==> src/rtl/usb_pkg.sv <==
// Shared USB line-level types: line symbols, encoder states and the SYNC pattern.
// Also holds the NRZI step and the symbol-to-pin mapping used by the encoder.
package usb_pkg;

    typedef enum logic [1:0] {
        J   = 2'd0,
        K   = 2'd1,
        SE0 = 2'd2
    } line_sym_e;

    typedef enum logic [2:0] {
        IDLE  = 3'd0,
        SYNC  = 3'd1,
        DATA  = 3'd2,
        SE0_1 = 3'd3,
        SE0_2 = 3'd4,
        EOP_J = 3'd5
    } enc_state_e;

    // Sent LSB first: seven zeros then a one.
    localparam logic [7:0] SYNC_PATTERN = 8'h80;

    // A zero bit flips the held J/K level, a one bit keeps it.
    function automatic line_sym_e nrzi_next(input line_sym_e lvl, input logic b);
        line_sym_e nxt;
        if (b) begin
            nxt = lvl;
        end else if (lvl == J) begin
            nxt = K;
        end else begin
            nxt = J;
        end
        return nxt;
    endfunction

    // Returns {dp, dm}; low-speed devices swap the J and K polarities.
    function automatic logic [1:0] sym_to_line(input line_sym_e s, input logic low_speed);
        logic [1:0] pins;
        case (s)
            J:       pins = low_speed ? 2'b01 : 2'b10;
            K:       pins = low_speed ? 2'b10 : 2'b01;
            default: pins = 2'b00;
        endcase
        return pins;
    endfunction

endpackage

==> src/rtl/usb_nrzi_line_encoder.sv <==
// USB transmit line encoder: SYNC, NRZI-coded packet bits and EOP onto dp/dm,
// advancing one symbol per external bit_tick.
module usb_nrzi_line_encoder
    import usb_pkg::*;
#(
    parameter bit LOW_SPEED = 1'b0
) (
    input  logic clk,
    input  logic RST,
    input  logic bit_tick,
    input  logic tx_start,
    input  logic in_bit,
    input  logic in_valid,
    input  logic in_last,
    output logic in_ready,
    output logic dp,
    output logic dm,
    output logic oe,
    output logic busy,
    output logic underrun
);

    localparam logic [1:0] IDLE_LINE = sym_to_line(J, LOW_SPEED);

    enc_state_e state_q, state_d;
    line_sym_e  level_q, level_d;
    line_sym_e  sym;
    logic       pend_q, pend_d;
    logic [2:0] cnt_q, cnt_d;
    logic [1:0] line_q, line_d;
    logic       oe_q, oe_d;
    logic       underrun_q, underrun_d;
    logic       drive;

    assign in_ready = (state_q == DATA) && bit_tick;
    assign dp       = line_q[1];
    assign dm       = line_q[0];
    assign oe       = oe_q;
    assign busy     = (state_q != IDLE);
    assign underrun = underrun_q;

    always_comb begin
        state_d    = state_q;
        level_d    = level_q;
        pend_d     = pend_q;
        cnt_d      = cnt_q;
        oe_d       = oe_q;
        underrun_d = underrun_q;
        sym        = J;
        drive      = 1'b0;

        unique case (state_q)
            IDLE: begin
                if (tx_start) begin
                    pend_d     = 1'b1;
                    underrun_d = 1'b0;
                end
                if (bit_tick) begin
                    drive = 1'b1;
                    if (pend_q) begin
                        pend_d  = 1'b0;
                        level_d = nrzi_next(J, SYNC_PATTERN[0]);
                        sym     = level_d;
                        oe_d    = 1'b1;
                        cnt_d   = 3'd1;
                        state_d = SYNC;
                    end else begin
                        oe_d = 1'b0;
                    end
                end
            end

            SYNC: begin
                if (bit_tick) begin
                    drive   = 1'b1;
                    oe_d    = 1'b1;
                    level_d = nrzi_next(level_q, SYNC_PATTERN[cnt_q]);
                    sym     = level_d;
                    cnt_d   = cnt_q + 3'd1;
                    if (cnt_q == 3'd7) begin
                        state_d = DATA;
                    end
                end
            end

            DATA: begin
                if (bit_tick) begin
                    drive = 1'b1;
                    oe_d  = 1'b1;
                    if (in_valid) begin
                        level_d = nrzi_next(level_q, in_bit);
                        sym     = level_d;
                        if (in_last) begin
                            state_d = SE0_1;
                        end
                    end else begin
                        // Starved: this tick already carries the first SE0 of the abort EOP.
                        underrun_d = 1'b1;
                        sym        = SE0;
                        state_d    = SE0_2;
                    end
                end
            end

            SE0_1: begin
                if (bit_tick) begin
                    drive   = 1'b1;
                    oe_d    = 1'b1;
                    sym     = SE0;
                    state_d = SE0_2;
                end
            end

            SE0_2: begin
                if (bit_tick) begin
                    drive   = 1'b1;
                    oe_d    = 1'b1;
                    sym     = SE0;
                    state_d = EOP_J;
                end
            end

            EOP_J: begin
                if (bit_tick) begin
                    drive   = 1'b1;
                    oe_d    = 1'b1;
                    sym     = J;
                    level_d = J;
                    state_d = IDLE;
                end
            end

            default: begin
                state_d = IDLE;
            end
        endcase

        line_d = drive ? sym_to_line(sym, LOW_SPEED) : line_q;
    end

    always_ff @(posedge clk or posedge RST) begin
        if (RST) begin
            state_q    <= IDLE;
            level_q    <= J;
            pend_q     <= 1'b0;
            cnt_q      <= 3'd0;
            line_q     <= IDLE_LINE;
            oe_q       <= 1'b0;
            underrun_q <= 1'b0;
        end else begin
            state_q    <= state_d;
            level_q    <= level_d;
            pend_q     <= pend_d;
            cnt_q      <= cnt_d;
            line_q     <= line_d;
            oe_q       <= oe_d;
            underrun_q <= underrun_d;
        end
    end

endmodule

==> config.mk <==
export PLATFORM = sky130hd
export DESIGN_NAME = usb_nrzi_line_encoder
export DESIGN_NICKNAME = d
export VERILOG_FILES = /design/src/rtl/usb_pkg.sv /design/src/rtl/usb_nrzi_line_encoder.sv
export SDC_FILE = /design/constraint.sdc
export NUM_CORES = 1
export LEC_CHECK = 0
export BUFFER_PORTS_ARGS = -buffer_cell sky130_fd_sc_hd__buf_4
export CAP_MARGIN = 25
export CORE_MARGIN = 2
export CORE_UTILIZATION = 40
export DETAILED_ROUTE_END_ITERATION = 16
export HOLD_SLACK_MARGIN = 0.05
export SYNTH_ARGS = -nofsm -noshare
export SYNTH_HDL_FRONTEND = slang
export SYNTH_SLANG_ARGS = --single-unit
==> constraint.sdc <==
create_clock -name clk -period 1.7 [get_ports clk]
set_input_delay 0.34 -clock clk [delete_from_list [all_inputs] [get_ports clk]]
set_output_delay 0.34 -clock clk [all_outputs]
set_load 0.02 [all_outputs]
==> metrics.csv <==
metric,value,unit
routedWlPerCell,13.5,µm
cp_slowest_cell,dfrtp_1,
ys_seq_elements,13,
coreArea,1920,µm²
remaining_drc_errors,0,
skew,2.58,ps
avgViaCountPerCell,5.30,
rsz0062_at_grt,yes,
place_congestion,0.769,
die_area,2350,µm²
drtIter0Drc,12,
diodes,0,
relSlewSlack,65.4,%
io_buffers,12,
yosysWarningCount,0,
crit_chain,ha_2 > ha_4 > a22o_1 > a221oi_2 > nor2_1 > o32ai_1,
cts_tree,done,
synth.net_count,92,
dpl_cell_area,940,µm²
slew_violations,0,
initial_core_util,41.1,%
synth-adder-area-share,3.16,%
critPathMaxStageDelay,390,ps
clock-sinks,13,
grt_pass1_wl,3110,µm
synthDistinctLibCells,38,
ios,13,
critical_path_buf_inv_count,0,
grt_pass1_vias,715,
period_needed,1650,ps
synth_xor_area_share,0,%
yosys.area_share.simple,19.8,%
drtPass1Iterations,4,
arrival,1830,ps
synth_top_family_by_area,compound AO/OA/AOI/OAI gates,
nets,126,
path_clk_slew,80,ps
synth.avg_cell_area,9.53,µm²
maxCapViolCount,0,
regToRegStartpoint,cnt_q[1],
r2r_end,line_q[0],
worstMarginPinSlew,519,ps
r2r_cells,6,
synth.cell_area,791,µm²
drive_gt1_share,41.4,%
grt_max_degree,15,
max_freq,606,MHz
leakage,0.000523,µW
setup-violations-final,0,
cts_root_buf,clkbuf_4,
synth.area.mux_share,2.69,%
worstPathMaxFanout,5,
hpwlAfterDp,1240,µm
fin_crit_sh,97.1,%
final_common_cell,buf_4,
via_count,758,
antenna_found_initial,0,
numCtsBuffers,3,
ys_seq_area_share,41.3,%
fin_area,1110,µm²
hold_viol_final,0,
grtUsageMet2,25.0,%
grt.met1_usage,24.2,%
overflow,0,
worstSetupEndpointType,flop,
grt.total_usage,16.9,%
num_rows,16,
syn2layout_area_growth,40.2,%
synth_compound_area_share,27.2,%
htreeDepth,1,
clockBufferDepth,2,
r2r_slack,50,ps
crit_type,reg2reg,
grt_most_used_layer,met2,
crit_family,compound AO/OA/AOI/OAI gates,
synth_ff_type,dfrtp_1,
synthCells,83,
totalWireLength,1930,µm
insertion_delay,280,ps
dieHeight,48.5,µm
layout_common_cells,"buf_4, a21oi_1, dfrtp_1",
ctsHoldBuffers,0,
status,"finished, final reports clean",
async_flop_share,100,%
cp-start-kind,flop,
synth-edff-count,0,
finish.utilization,57.7,%
antenna_left,0,
grtUsageMet3,2.16,%
required,1880,ps
die_w,48.5,µm
vdd_drop_max,1.07,mV
min_path_type,in2async,
power_density,1750,nW/µm²
==> worst max path at each step <==
stage	start	slack (ps)	endpoint	cells past startpoint
floorplan	cnt_q[0]	80	line_q[1]	6
global placement	cnt_q[0]	20	line_q[0]	6
detailed placement	cnt_q[0]	-40	line_q[0]	6
CTS	state_q[1]	-5	busy	4
global route	cnt_q[1]	-60	line_q[0]	6
finish	cnt_q[1]	50	line_q[0]	6
==> registers in the layout (all words and copies together), names as in the netlist <==
signal    cells
cnt_q         3
state_q       3
level_q       2
line_q        2
oe            1
pend_q        1
underrun      1
==> kinds of logic after synthesis <==
family                     after synthesis
buffers and inverters                   11
DFF                                     13
AOI/OAI and AO/OA                       29
adders and majority gates                2
muxes                                    2
and+or+nand+nor                         26
==> worst reg2reg max path, stage by stage, from the launching register on <==
cell and delay (ps):
dfrtp_1 390, ha_2 200, ha_4 180, a22o_1 190
a221oi_2 260, nor2_1 70, o32ai_1 260
==> per-stage QoR <==
stage	setup WS [ps]	total power, µW	setup TNS (ps)	hold WS (ps)	std cells
final	48.5	1940	0	89.7	143
after global routing	-60.4	2100	-93.7	122	143
after CTS	-5.29	1710	-5.29	111	128
after detailed placement	-40.3	1470	-70.7	417	124
after global placement	19.8	1460	0	408	124
after floorplan	79.9	1180	0	216	83
==> power breakdown <==
group          total, µW  switching [µW]  internal (µW)
registers            586             137            450
clock network        195             104           91.1
logic               1160             530            625
total               1940             771           1170
==> per-layer routing <==
layer,wire length [µm],vias up
met2,842,15
met4,36,0
met3,72,4
met1,980,364
met5,0,-
li1,-,375
==> what timing repair did <==
action | in CTS | in global routing
pin swaps | 0 | 5
buffers inserted | 0 | 15
gates resized for setup | 6 | 3
setup endpoints to repair | 4 | 4
==> layout make-up <==
type	count	area (µm²)
flip-flops and latches	13	330
repair buffers	33	246
well taps	27	33.8
multi-input cells	59	445
inverters	7	26.3
clock buffers	4	26.3
fillers	193	813
==> Yosys cell counts, drive strengths merged (3+ instances only) <==
library cell,count,area share (%)
dfrtp,12,38
a21oi,10,6.3
inv,7,3.3
nand2,6,2.8
buf,4,2.5
nor2,4,2.2
a22o,3,3.3
nand3,3,1.9
No activity file was read; power rests on OpenSTA's default activity.
